$ cat src/rtl/rle_pkg.sv
// Shared definitions for the run-length encoder stage: FSM states and
// output word builders.
package rle_pkg;

    typedef enum logic [1:0] {
        IDLE  = 2'd0,
        RUN   = 2'd1,
        FLUSH = 2'd2
    } state_t;

    // Word builders work on this width; callers cast to their own DW.
    localparam int unsigned MAX_DW   = 64;
    localparam int unsigned CNTW_DEF = 16;
    localparam int unsigned CNT_MAX  = 2**CNTW_DEF - 1;

    function automatic int unsigned cnt_max(input int unsigned cntw);
        return (32'd1 << cntw) - 32'd1;
    endfunction

    function automatic logic [MAX_DW-1:0] value_word(input logic [MAX_DW-1:0] m,
                                                     input int unsigned       dw);
        return m & ~(MAX_DW'(1) << (dw - 1));
    endfunction

    function automatic logic [MAX_DW-1:0] count_word(input logic [MAX_DW-1:0] cnt,
                                                     input int unsigned       dw);
        return cnt | (MAX_DW'(1) << (dw - 1));
    endfunction

endpackage

$ cat src/rtl/str_reg.sv
// One-entry stream register: loads a word, holds it while the sink stalls,
// and drains it on a valid/ready transfer.
module str_reg #(
    parameter int unsigned W = 32
) (
    input  logic         clk,
    input  logic         rst,
    input  logic         i_load,
    input  logic [W-1:0] i_data,
    input  logic         i_ready,
    output logic         o_valid,
    output logic [W-1:0] o_data
);

    logic         r_valid;
    logic [W-1:0] r_data;

    // The owner only asserts i_load when the entry is empty or draining.
    always_ff @(posedge clk) begin
        if (rst) begin
            r_valid <= 1'b0;
            r_data  <= '0;
        end else if (i_load) begin
            r_valid <= 1'b1;
            r_data  <= i_data;
        end else if (r_valid && i_ready) begin
            r_valid <= 1'b0;
        end
    end

    assign o_valid = r_valid;
    assign o_data  = r_data;

endmodule

$ cat src/rtl/rle_enc.sv
// Run-length encoder: emits a value word per new masked sample and a flagged
// count word for repeats; transparent bypass when disabled and idle.
module rle_enc
    import rle_pkg::*;
#(
    parameter int unsigned DW   = 32,
    parameter int unsigned CNTW = 16
) (
    input  logic          clk,
    input  logic          rst,
    input  logic          ctl_ena,
    input  logic          ctl_clr,
    input  logic [DW-1:0] cfg_mask,
    input  logic [DW-1:0] sti_data,
    input  logic          sti_valid,
    output logic          sti_ready,
    output logic [DW-1:0] sto_data,
    output logic          sto_valid,
    input  logic          sto_ready
);

    localparam logic [CNTW-1:0] C_LAST     = CNTW'(cnt_max(CNTW) - 1);
    localparam logic [DW-1:0]   C_SMASK    = {1'b0, {(DW-1){1'b1}}};
    localparam logic [DW-1:0]   C_SAT_WORD = DW'(count_word(MAX_DW'(cnt_max(CNTW)), DW));

    state_t          r_state, w_state_nx;
    logic [DW-1:0]   r_hold, w_hold_nx;
    logic [DW-1:0]   r_pend, w_pend_nx;
    logic [CNTW-1:0] r_cnt, w_cnt_nx;
    logic            r_clr_pend, w_clr_pend_nx;

    logic            w_load;
    logic [DW-1:0]   w_load_data;
    logic            w_out_valid;
    logic [DW-1:0]   w_out_data;
    logic [DW-1:0]   w_m;
    logic [DW-1:0]   w_val_m, w_val_pend, w_cnt_word;
    logic            w_free, w_clr, w_bypass, w_enc_ready, w_acc;

    assign w_m        = sti_data & cfg_mask & C_SMASK;
    assign w_val_m    = DW'(value_word(MAX_DW'(w_m), DW));
    assign w_val_pend = DW'(value_word(MAX_DW'(r_pend), DW));
    assign w_cnt_word = DW'(count_word(MAX_DW'(r_cnt), DW));

    assign w_free = !w_out_valid || sto_ready;
    // Any state other than IDLE is only reachable with ctl_ena high, so a low
    // level there means the enable has fallen and the run must be closed.
    assign w_clr       = ctl_clr || r_clr_pend || (!ctl_ena && r_state != IDLE);
    assign w_bypass    = !ctl_ena && r_state == IDLE && !w_out_valid;
    assign w_enc_ready = ctl_ena && r_state != FLUSH && w_free && !w_clr;
    assign w_acc       = sti_valid && w_enc_ready;

    assign sti_ready = w_bypass ? sto_ready : w_enc_ready;
    assign sto_valid = w_bypass ? sti_valid : w_out_valid;
    assign sto_data  = w_bypass ? sti_data  : w_out_data;

    always_comb begin
        w_state_nx    = r_state;
        w_hold_nx     = r_hold;
        w_pend_nx     = r_pend;
        w_cnt_nx      = r_cnt;
        w_clr_pend_nx = r_clr_pend;
        w_load        = 1'b0;
        w_load_data   = '0;
        case (r_state)
            IDLE: begin
                w_clr_pend_nx = 1'b0;
                if (w_acc) begin
                    w_load      = 1'b1;
                    w_load_data = w_val_m;
                    w_hold_nx   = w_m;
                    w_cnt_nx    = '0;
                    w_state_nx  = RUN;
                end
            end
            RUN: begin
                if (w_clr) begin
                    if (r_cnt == '0) begin
                        w_clr_pend_nx = 1'b0;
                        w_state_nx    = IDLE;
                    end else if (w_free) begin
                        w_load        = 1'b1;
                        w_load_data   = w_cnt_word;
                        w_cnt_nx      = '0;
                        w_clr_pend_nx = 1'b0;
                        w_state_nx    = IDLE;
                    end else begin
                        w_clr_pend_nx = 1'b1;
                    end
                end else if (w_acc) begin
                    if (w_m == r_hold) begin
                        if (r_cnt == C_LAST) begin
                            w_load      = 1'b1;
                            w_load_data = C_SAT_WORD;
                            w_cnt_nx    = '0;
                        end else begin
                            w_cnt_nx = r_cnt + 1'b1;
                        end
                    end else if (r_cnt == '0) begin
                        w_load      = 1'b1;
                        w_load_data = w_val_m;
                        w_hold_nx   = w_m;
                    end else begin
                        w_load      = 1'b1;
                        w_load_data = w_cnt_word;
                        w_pend_nx   = w_m;
                        w_state_nx  = FLUSH;
                    end
                end
            end
            FLUSH: begin
                if (w_clr) begin
                    w_clr_pend_nx = 1'b1;
                end
                if (w_free) begin
                    w_load        = 1'b1;
                    w_load_data   = w_val_pend;
                    w_hold_nx     = r_pend;
                    w_cnt_nx      = '0;
                    w_clr_pend_nx = 1'b0;
                    w_state_nx    = w_clr ? IDLE : RUN;
                end
            end
            default: begin
                w_state_nx = IDLE;
            end
        endcase
    end

    always_ff @(posedge clk) begin
        if (rst) begin
            r_state    <= IDLE;
            r_hold     <= '0;
            r_pend     <= '0;
            r_cnt      <= '0;
            r_clr_pend <= 1'b0;
        end else begin
            r_state    <= w_state_nx;
            r_hold     <= w_hold_nx;
            r_pend     <= w_pend_nx;
            r_cnt      <= w_cnt_nx;
            r_clr_pend <= w_clr_pend_nx;
        end
    end

    str_reg #(
        .W (DW)
    ) u_out (
        .clk     (clk),
        .rst     (rst),
        .i_load  (w_load),
        .i_data  (w_load_data),
        .i_ready (sto_ready),
        .o_valid (w_out_valid),
        .o_data  (w_out_data)
    );

endmodule

$ cat config.mk
export PLATFORM = sky130hd
export DESIGN_NAME = rle_enc
export DESIGN_NICKNAME = d
export VERILOG_FILES = /design/src/rtl/rle_pkg.sv /design/src/rtl/str_reg.sv /design/src/rtl/rle_enc.sv
export SDC_FILE = /design/constraint.sdc
export NUM_CORES = 1
export LEC_CHECK = 0
export CAP_MARGIN = 10
export CORE_MARGIN = 2
export CORE_UTILIZATION = 35
export DETAILED_ROUTE_END_ITERATION = 6
export HOLD_SLACK_MARGIN = 0.02
export PLACE_DENSITY = 0.55
export SYNTH_ARGS = -nofsm -noshare
export SYNTH_HDL_FRONTEND = slang
export SYNTH_SLANG_ARGS = --single-unit
$ cat constraint.sdc
create_clock -name clk -period 3.1 [get_ports clk]
set_clock_uncertainty 0.15 [all_clocks]
set_input_delay 0.62 -clock clk [delete_from_list [all_inputs] [get_ports clk]]
set_output_delay 0.62 -clock clk [all_outputs]
set_load 0.1 [all_outputs]
After elaboration in Yosys (flattened, before gate mapping)
Index checks and enable logic that the tools add are counted.
{"block": "word_totals", "out_inout_bits": 34, "reg_bits": 115, "elab_cells": 109, "inputBits": 70}
{"block": "op_classes", "n_reduce_logical": 24, "bitwise": 4, "eq_ne": 19, "addsub": 1, "n_mux": 54}
{"cell": "$mux 32", "n": 14}
{"cell": "$pmux 32 s3", "n": 2}
{"cell": "$mux 16", "n": 7}
{"cell": "$mux 31", "n": 2}
{"cell": "$pmux 16 s3", "n": 1}
{"cell": "$eq 31x32->1", "n": 1}
{"cell": "$and 31x31->31", "n": 1}
{"cell": "$ne 3x3->1 const B", "n": 6}
{"cell": "$mux 1", "n": 17}
{"cell": "$add 16x1->16 const B", "n": 1}
{"cell": "$eq 16x16->1 const B", "n": 1}
{"cell": "$logic_not 16->1", "n": 1}
{"cell": "$mux 2", "n": 8}
{"cell": "$ne 2x2->1 const B", "n": 8}
{"cell": "$reduce_and 5->1", "n": 2}
{"cell": "$logic_and 1x1->1", "n": 8}
{"cell": "$reduce_and 7->1", "n": 1}
{"cell": "$pmux 1 s3", "n": 2}
{"cell": "$pmux 2 s3", "n": 1}
{"cell": "$reduce_and 6->1", "n": 1}
{"cell": "$ne 4x4->1 const B", "n": 1}
{"cell": "$reduce_bool 2->1", "n": 2}
{"cell": "$logic_not 1->1", "n": 3}
{"cell": "$logic_or 1x1->1", "n": 3}
{"cell": "6 further kinds", "n": 8}

Longest topological paths before layout
Gate-level depths: netlist of the first run.
{"block": "depth", "word_depth": 10, "ltp_mapped": 12, "ltp_nobuf": 9}

Cells and area by module
From an unflattened synthesis of the first run, not the netlist that was laid out.
{"block": "hier_totals", "cells_unflattened": 868, "hier_area_um2": 6916.6}
{"module": "rle_enc", "cells_each": 760, "area_per_inst_um2": 5711.7, "seq_area_each_um2": 1621.6, "instances": 1}
{"module": "str_reg", "cells_each": 108, "area_per_inst_um2": 1204.9, "seq_area_each_um2": 660.6, "instances": 1}

Worst setup path after synthesis of the first run
OpenSTA, ideal clock, no wires.
{"block": "synth_timing", "path_kind": "register to output", "from": "register r_state[0]", "to": "output port sti_ready", "path_buffers": 1, "path_stages_with_launch": 7, "arrival_ns": 3.209, "required_time_ns": 2.330, "path_slack_ns": -0.879, "path_cell_list": "dfxtp_1 > inv_1 > ha_1 > buf_6 > nor4b_4 > inv_1 > o21ai_0"}
{"block": "synth_between", "elab_chain_cells": 6, "word_cells_on_any_way": 12, "classes_between": "eq/ne: 1; mux: 1; reduce/logical: 10"}
{"item": "start, declared", "line_no": "rle_enc.sv:26", "rtl": "state_t r_state, w_state_nx;"}
{"item": "start signal, assigned", "line_no": "rle_enc.sv:138", "rtl": "r_state <= w_state_nx;"}
{"item": "$reduce_bool 2->1", "line_no": "rle_enc.sv:48", "rtl": "assign w_clr = ctl_clr || r_clr_pend || (!ctl_ena && r_state != IDLE);"}
{"item": "$logic_and 1x1->1", "line_no": "rle_enc.sv:48"}
{"item": "$logic_or 1x1->1", "line_no": "rle_enc.sv:48"}
{"item": "$logic_not 1->1", "line_no": "rle_enc.sv:50", "rtl": "assign w_enc_ready = ctl_ena && r_state != FLUSH && w_free && !w_clr;"}
{"item": "$logic_and 1x1->1", "line_no": "rle_enc.sv:50"}
{"item": "$mux 1 *", "line_no": "rle_enc.sv:53", "rtl": "assign sti_ready = w_bypass ? sto_ready : w_enc_ready;"}
{"item": "end, declared", "line_no": "rle_enc.sv:16", "rtl": "output logic sti_ready,"}
Every way passes the cells marked *; elsewhere a longest branch is shown, timed or not.

Worst setup path after layout of the first run
{"block": "layout_timing", "from": "input port sti_data[4]", "to": "register u_out.r_data[4], in the netlist u_out.o_data[4]"}
{"block": "layout_between", "elab_chain_cells": 6, "word_cells_on_any_way": 12, "classes_between": "eq/ne: 1; mux: 10; bitwise: 1"}
{"item": "start, declared", "line_no": "rle_enc.sv:14", "rtl": "input logic [DW-1:0] sti_data,"}
{"item": "$and 31x31->31 *", "line_no": "rle_enc.sv:40", "rtl": "assign w_m = sti_data & cfg_mask & C_SMASK;"}
{"item": "$eq 31x32->1 or $mux 32 (tied branches)", "line_no": "rle_enc.sv:91, rle_enc.sv:99"}
{"item": "$mux 32 or $mux 1 (tied branches)", "line_no": "rle_enc.sv:91", "rtl": "if (w_m == r_hold) begin"}
{"item": "$mux 32 or $mux 1 (tied branches)", "line_no": "rle_enc.sv:90", "rtl": "end else if (w_acc) begin"}
{"item": "$mux 32 or $mux 1 (tied branches)", "line_no": "rle_enc.sv:77", "rtl": "if (w_clr) begin"}
{"item": "$pmux 32 s3 or $pmux 1 s3 (tied branches)", "line_no": "rle_enc.sv:65", "rtl": "case (r_state)"}
{"item": "end signal, assigned", "line_no": "str_reg.sv:25", "rtl": "r_data <= i_data;"}
{"item": "end, declared", "line_no": "str_reg.sv:16", "rtl": "logic [W-1:0] r_data;"}
Marks and branches as above.
A chain may end at the register's enable or synchronous reset.

==> impl_metrics.py, run 1 <==
metrics = {
    "sta": {
        "worst_pin_slew_ps": 555,
        "hold_viol_final": 0,
        "slew_violations": 0,
        "timing.fmax_mhz": 329,
        "maxSlewHeadroom_pct": 62.7,
        "grt_setup_unrepaired": "no",
        "finalCritPeriodShare_pct": 98.0,
        "layout_min_cycle_time_ps": 3040,
        "setup_violations": 0,
    },
    "critical_path": {
        "criticalPathCategory": "in2reg",
        "r2r-start": "r_state[0]$_SDFFE_PP0P_",
        "cp.arrival_ps": 3170,
        "cp_data_required_time_ps": 3230,
        "reg2reg_slack_ps": 240,
        "path_max_fanout": 8,
        "r2r-end": "r_hold[0]$_SDFFE_PP0P_",
        "critical_path.startpoint": "sti_data[4]",
        "ff2ff_path_depth": 10,
        "end_kind": "flip-flop",
        "start_kind": "primary input",
    },
    "clock_network": {
        "cts-buffers-inserted": 17,
        "cts_max_level": 4,
        "clk_latency_ps": 420,
        "clk_pin_slew_ps": 60,
        "cts_tree": "built",
        "cts_sinks": 114,
        "root_buffer": "clkbuf_16",
        "cts_buffer_depth": 2,
    },
    "floorplanning": {
        "rows": 50,
        "start_util_pct": 35.8,
        "chipHeight_um": 143,
        "die_x_um": 143,
        "core_area_um2": 18800,
        "die-area_um2": 20400,
        "num_io_pins": 104,
    },
    "routing": {
        "firstDrtPassIters": 7,
        "ant_nets": 0,
        "vias": 6889,
        "wl_mm": 22.1,
        "wl_per_cell_um": 17.3,
        "avgViaCountPerCell": 5.39,
        "drc": 0,
        "drtIter0Drc": 446,
    },
    "placed_design": {
        "port_buffers": 102,
        "dp_hpwl_mm": 14.9,
        "gp_congestion": 0.838,
        "place_area_um2": 8990,
    },
    "min_path": {
        "holdPathEnd": "r_pend[25]$_SDFFE_PP0P_",
        "hold_class": "reg2reg",
        "hold_depth": 2,
        "hold_start": "r_pend[25]$_SDFFE_PP0P_",
    },
    "global_route": {
        "gr-usage-met3_pct": 3.25,
        "track_usage_pct": 21.9,
        "met2_usage_pct": 34.9,
        "grtUsageMet1_pct": 29.5,
        "grt-busiest-layer": "met2",
        "grt_pass1_wl_mm": 34.5,
        "grt_pass1_vias": 6494,
        "grt_overflow_total": 0,
        "antenna_found_initial": 0,
        "grt_max_degree": 64,
    },
    "synth": {
        "synth-edff-count": 0,
        "synth_top_area_share_pct": 33.9,
        "synthCells": 846,
        "synth_fp_nets": 924,
        "ys_seq_elements": 114,
        "synth.avg_cell_area_um2": 7.97,
        "synth.yosys.warnings": 0,
        "synth_ff_type": "dfxtp_1",
        "yosysTopAreaCell": "dfxtp_1",
        "synthTopCellsByArea": "dfxtp_1 (34%), a21oi_1 (7.6%), nor2_1 (6.9%), a211oi_2 (5.4%), mux2_2 (5.3%)",
        "synth-async-reset-ratio_pct": 0,
        "syn_area_um2": 6740,
        "ys_seq_area_share_pct": 33.9,
        "yosysUniqueCellTypes": 50,
    },
    "finish": {
        "nets": 1084,
        "area_growth_pct": 44.7,
        "antenna_cells": 0,
        "design_area_um2": 9750,
        "layout-drive-gt1-share_pct": 24.7,
    },
    "outcome": {
        "outcome": "completed",
    },
    "pwr": {
        "power.density_nw_per_um2": 625,
        "power.total_mw": 6.09,
        "peakVddDrop_mv": 0.396,
        "leakage_nw": 3.79,
    },
    "run": {
        "cap_violations": 0,
    },
}
[power by group]
part           internal (mW)  switching, mW  total, mW  leakage, nW
logic                  0.980           1.41       2.39         2.59
registers               1.63          0.105       1.74        0.927
clock network           1.24          0.727       1.97        0.276
[placed cells by master, fill, tap and decap left out, types with 4 or more instances in the layout]
| cell type | netlist | final |
|---|---|---|
| a211o_1 | 15 | 15 |
| a211oi_1 | 31 | 31 |
| a211oi_2 | 29 | 29 |
| a21oi_1 | 103 | 101 |
| a221oi_1 | 17 | 17 |
| a31oi_1 | 7 | 7 |
| a32oi_1 | 14 | 14 |
| and3_1 | 34 | 34 |
| and4_1 | 4 | 4 |
| buf_12 | 0 | 43 |
| buf_4 | 3 | 90 |
| clkbuf_16 | 0 | 18 |
| clkdlybuf4s50_1 | 0 | 66 |
| clkinvlp_4 | 0 | 6 |
| dfxtp_1 | 114 | 114 |
| ha_1 | 8 | 6 |
| inv_1 | 23 | 21 |
| mux2_2 | 32 | 26 |
| mux2_4 | 0 | 6 |
| mux2i_1 | 16 | 16 |
| nand2_1 | 60 | 60 |
| nand2b_1 | 19 | 19 |
| nand3_1 | 27 | 27 |
| nand4_1 | 4 | 4 |
| nor2_1 | 124 | 124 |
| nor3_1 | 21 | 20 |
| nor4_1 | 6 | 5 |
| o21ai_0 | 22 | 21 |
| o22ai_1 | 16 | 15 |
| or3_1 | 4 | 4 |
[cell usage after synthesis (7+ instances only)]
cell / instances
a21oi_1: 103
nor3_1: 21
buf_2: 12
a32oi_1: 14
o22ai_1: 16
a221oi_1: 17
and3_1: 34
a211oi_2: 29
a211o_1: 15
nand2_1: 60
nand2b_1: 19
a211oi_1: 31
ha_1: 8
dfxtp_1: 114
o21ai_0: 22
mux2i_1: 16
a31oi_1: 7
nand3_1: 27
clkbuf_1: 44
inv_1: 23
nor2_1: 124
mux2_2: 32
[metal layers]
layer | up-vias | wire length (um) | share of wire [%]
met3 | 29 | 980 | 4.4
met2 | 160 | 10000 | 45
li1 | 3456 | - | -
met1 | 3244 | 10400 | 47
met5 | - | 0 | 0
met4 | 0 | 656 | 3.0
[how the worst max path moves through the flow]
stage                                    to  slack, ps  depth (start not counted)
2_1_floorplan                  sto_data[10]        150                          6
3_3_place_gp   u_out.o_data[8]$_SDFFE_PP0P_       -360                         10
3_5_place_dp   u_out.o_data[4]$_SDFFE_PP0P_       -350                         10
4_1_cts                        sto_data[30]        -10                          7
5_1_grt                         sto_data[0]        0.8                          7
6_report       u_out.o_data[4]$_SDFFE_PP0P_         60                         10
[per-stage QoR]
stage	instances	utilization (%)	setup TNS [ps]	hold slack (ps)	setup WS (ps)
after global routing	1279	51.8	0	358	0.758
after global placement	1240	47.8	-25100	325	-356
after detailed placement	1240	47.8	-24680	328	-348
final	1279	51.8	0	340	62.6
after CTS	1275	51.3	-93.1	336	-12.4
after floorplan	846	-	0	313	150
[logic make-up after synthesis]
group	after synthesis	share of synthesized area [%]
AOI/OAI and AO/OA	274	29.1
buffers and inverters	86	5.62
DFF	114	33.9
muxes	48	7.72
and+or+nand+nor	315	22.0
adders and majority gates	8	1.48
xor gates and xnor gates	1	0.130
[critical path, stage by stage]
cell	delay [ps]
clkdlybuf4s50_1	580
and3_1	270
o22ai_1	150
nor4_1	270
buf_4	140
and4_1	280
a21oi_2	200
buf_4	210
a221oi_1	330
a211oi_1	120
[state kept, by name, summed over array words and instances (netlist names)]
signal         count
r_pend            31
r_clr_pend         1
r_cnt             16
u_out.o_data      32
u_out.o_valid      1
r_hold            31
r_state            2
[cell type report]
class	instances	area, um^2
inverter	23	86.3
clock buffer	20	467
fill	1760	9080
clock inverter	12	133
timing repair buffer	204	2280
tap	260	325
sequential	114	2280
multi-input combinational	646	4180
[what timing repair did]
action / in CTS / in global routing
endpoints found under the hold margin: 0 / 0
setup buffers: 2 / 3
hold buffers: 0 / 0
resized for setup: 4 / 15
pin swaps: 1 / 2
endpoints found under the setup margin: 32 / 41
cloned: 1 / 1
No activity file was read; power rests on OpenSTA's default activity.
==> run 2: changes to the inputs <==
--- a/config.mk
+++ b/config.mk
@@ -11,6 +11,7 @@
 export DETAILED_ROUTE_END_ITERATION = 6
 export HOLD_SLACK_MARGIN = 0.02
 export PLACE_DENSITY = 0.55
+export SETUP_SLACK_MARGIN = 0.05
 export SYNTH_ARGS = -nofsm -noshare
 export SYNTH_HDL_FRONTEND = slang
 export SYNTH_SLANG_ARGS = --single-unit
==> impl_metrics.py, run 2 (synthesis results as in run 1) <==
metrics = {
    "outcome": {
        "outcome": "completed",
    },
    "clock_network": {
        "cts_buffer_depth": 2,
        "root_buffer": "clkbuf_16",
        "cts-buffers-inserted": 17,
        "hold_buffers": 0,
        "cts_max_level": 4,
        "cts_tree": "built",
        "cts_sinks": 114,
        "clk_pin_slew_ps": 50,
        "clk_latency_ps": 420,
    },
    "finish": {
        "postLayoutCoreUtil_pct": 52.5,
        "instances_no_fill": 1285,
        "layout_commonest_cell": "nor2_1",
        "largest_register_ffs": 32,
        "antenna_cells": 0,
        "final_cell_mix": "nor2_1 (124), dfxtp_1 (114), a21oi_1 (101)",
        "area_growth_pct": 46.7,
        "layout-drive-gt1-share_pct": 25.4,
        "nets": 1090,
    },
    "placed_design": {
        "pre_cts_slack_ps": -348,
        "dp_hpwl_mm": 14.9,
        "port_buffers": 102,
        "gp_congestion": 0.838,
        "post-place-cells": 1240,
    },
    "sta": {
        "setup_slack_ps": 133,
        "setup_violations": 0,
        "slew_violations": 0,
        "hold_viol_final": 0,
        "maxSlewHeadroom_pct": 61.1,
        "finalCritPeriodShare_pct": 95.7,
        "grt_setup_unrepaired": "no",
        "timing.fmax_mhz": 337,
        "worst_pin_slew_ps": 584,
        "layout_min_cycle_time_ps": 2970,
        "fin_setup_tns_ps": 0,
    },
    "run": {
        "cap_violations": 0,
    },
    "routing": {
        "wl_mm": 22.4,
        "drc": 0,
        "wl_per_cell_um": 17.4,
        "firstDrtPassIters": 4,
        "ant_nets": 0,
        "avgViaCountPerCell": 5.43,
        "vias": 6981,
        "drtIter0Drc": 521,
    },
    "critical_path": {
        "cp.arrival_ps": 2200,
        "slowest_delay_ps": 360,
        "cp_data_required_time_ps": 2330,
        "start_kind": "flip-flop",
        "crit_chain": "inv_2 -> ha_4 -> nor3b_4 -> buf_6 -> buf_4 -> buf_12 -> mux2_4 -> buf_12",
        "end_kind": "primary output",
        "critical_path.top_delay_family": "buffers and inverters",
        "crit_path_frequent_cell": "buf_12",
        "cp_num_buf_inv": 5,
        "crit_cells": 8,
        "path_max_fanout": 9,
        "criticalPathCategory": "reg2out",
        "slowest_stage": "dfxtp_1",
        "ff2ff_path_depth": 10,
        "reg2reg_slack_ps": 250,
    },
    "pwr": {
        "leakage_nw": 3.86,
        "power.total_mw": 6.17,
        "peakVddDrop_mv": 0.375,
        "power.density_nw_per_um2": 625,
    },
    "floorplanning": {
        "core_area_um2": 18800,
        "chipHeight_um": 143,
        "die_x_um": 143,
        "num_io_pins": 104,
        "start_util_pct": 35.8,
        "rows": 50,
        "die-area_um2": 20400,
    },
    "min_path": {
        "hold_depth": 2,
        "hold_class": "reg2reg",
    },
    "global_route": {
        "grt_max_degree": 64,
        "antenna_found_initial": 0,
        "grt_overflow_total": 0,
        "grt_pass1_wl_mm": 35.3,
        "grt_pass1_vias": 6493,
        "track_usage_pct": 22.5,
    },
}
-- run 2: cell types whose count changed in the layout (fill, tap and decap cells not counted), sizes merged --
cell and delta:
buf +7, clkbuf -1, dlygate4sd2 +1, dlymetal6s2s -1
-- run 2: final cells by class --
| cell class | instances | area, um^2 |
|---|---|---|
| clock buffers | 20 | 467 |
| clock inverters | 12 | 133 |
| repair buffers | 210 | 2360 |
| fillers | 1746 | 8940 |
| inverters | 23 | 86.3 |
| multi-input cells | 646 | 4230 |
| flip-flops and latches | 114 | 2280 |
| well taps | 260 | 325 |
-- run 2: metrics by stage --
stage	hold WS [ps]	instance area [um^2]
after floorplan	313	6750
after global placement	325	8990
after detailed placement	328	8990
after CTS	336	9810
after global routing	358	9890
final	340	9890
-- run 2: metal layers --
layer	wire (um)	track usage, %	vias up
li1	-	-	3472
met1	10500	31.0	3290
met2	10100	34.8	186
met3	1050	3.52	33
met4	722	9.69	0
met5	0	0	-
-- run 2: final timing paths --
| kind | from | end |
|---|---|---|
| min reg2reg | r_pend[25]$_SDFFE_PP0P_ | r_pend[25]$_SDFFE_PP0P_ |
| max | r_state[1]$_SDFFE_PP0P_ | sto_data[25] |
| max reg2reg | r_state[0]$_SDFFE_PP0P_ | r_hold[0]$_SDFFE_PP0P_ |
| min | r_pend[25]$_SDFFE_PP0P_ | r_pend[25]$_SDFFE_PP0P_ |
-- run 2: worst reg2reg max path: cells and delay by family, from the launching register on --
family                     cells  cell delay [ps]
and+or+nand+nor                4              880
buffers and inverters          2              350
adders and majority gates      1              210
AOI/OAI and AO/OA              3              790
DFF                            1              390
-- run 2: timing repair --
item	4_1_cts	5_1_grt
resized for setup	27	8
buffers inserted	4	6
setup endpoints to repair	33	79
cloned	3	0
pin swaps	1	1
-- run 2: report_power, final --
part           internal (mW)  switching (mW)  leakage (nW)  total, mW
Sequential              1.63           0.106         0.927       1.74
Combinational           1.04            1.43          2.66       2.46
Clock                   1.24           0.731         0.276       1.98
Total                   3.91            2.26          3.86       6.17
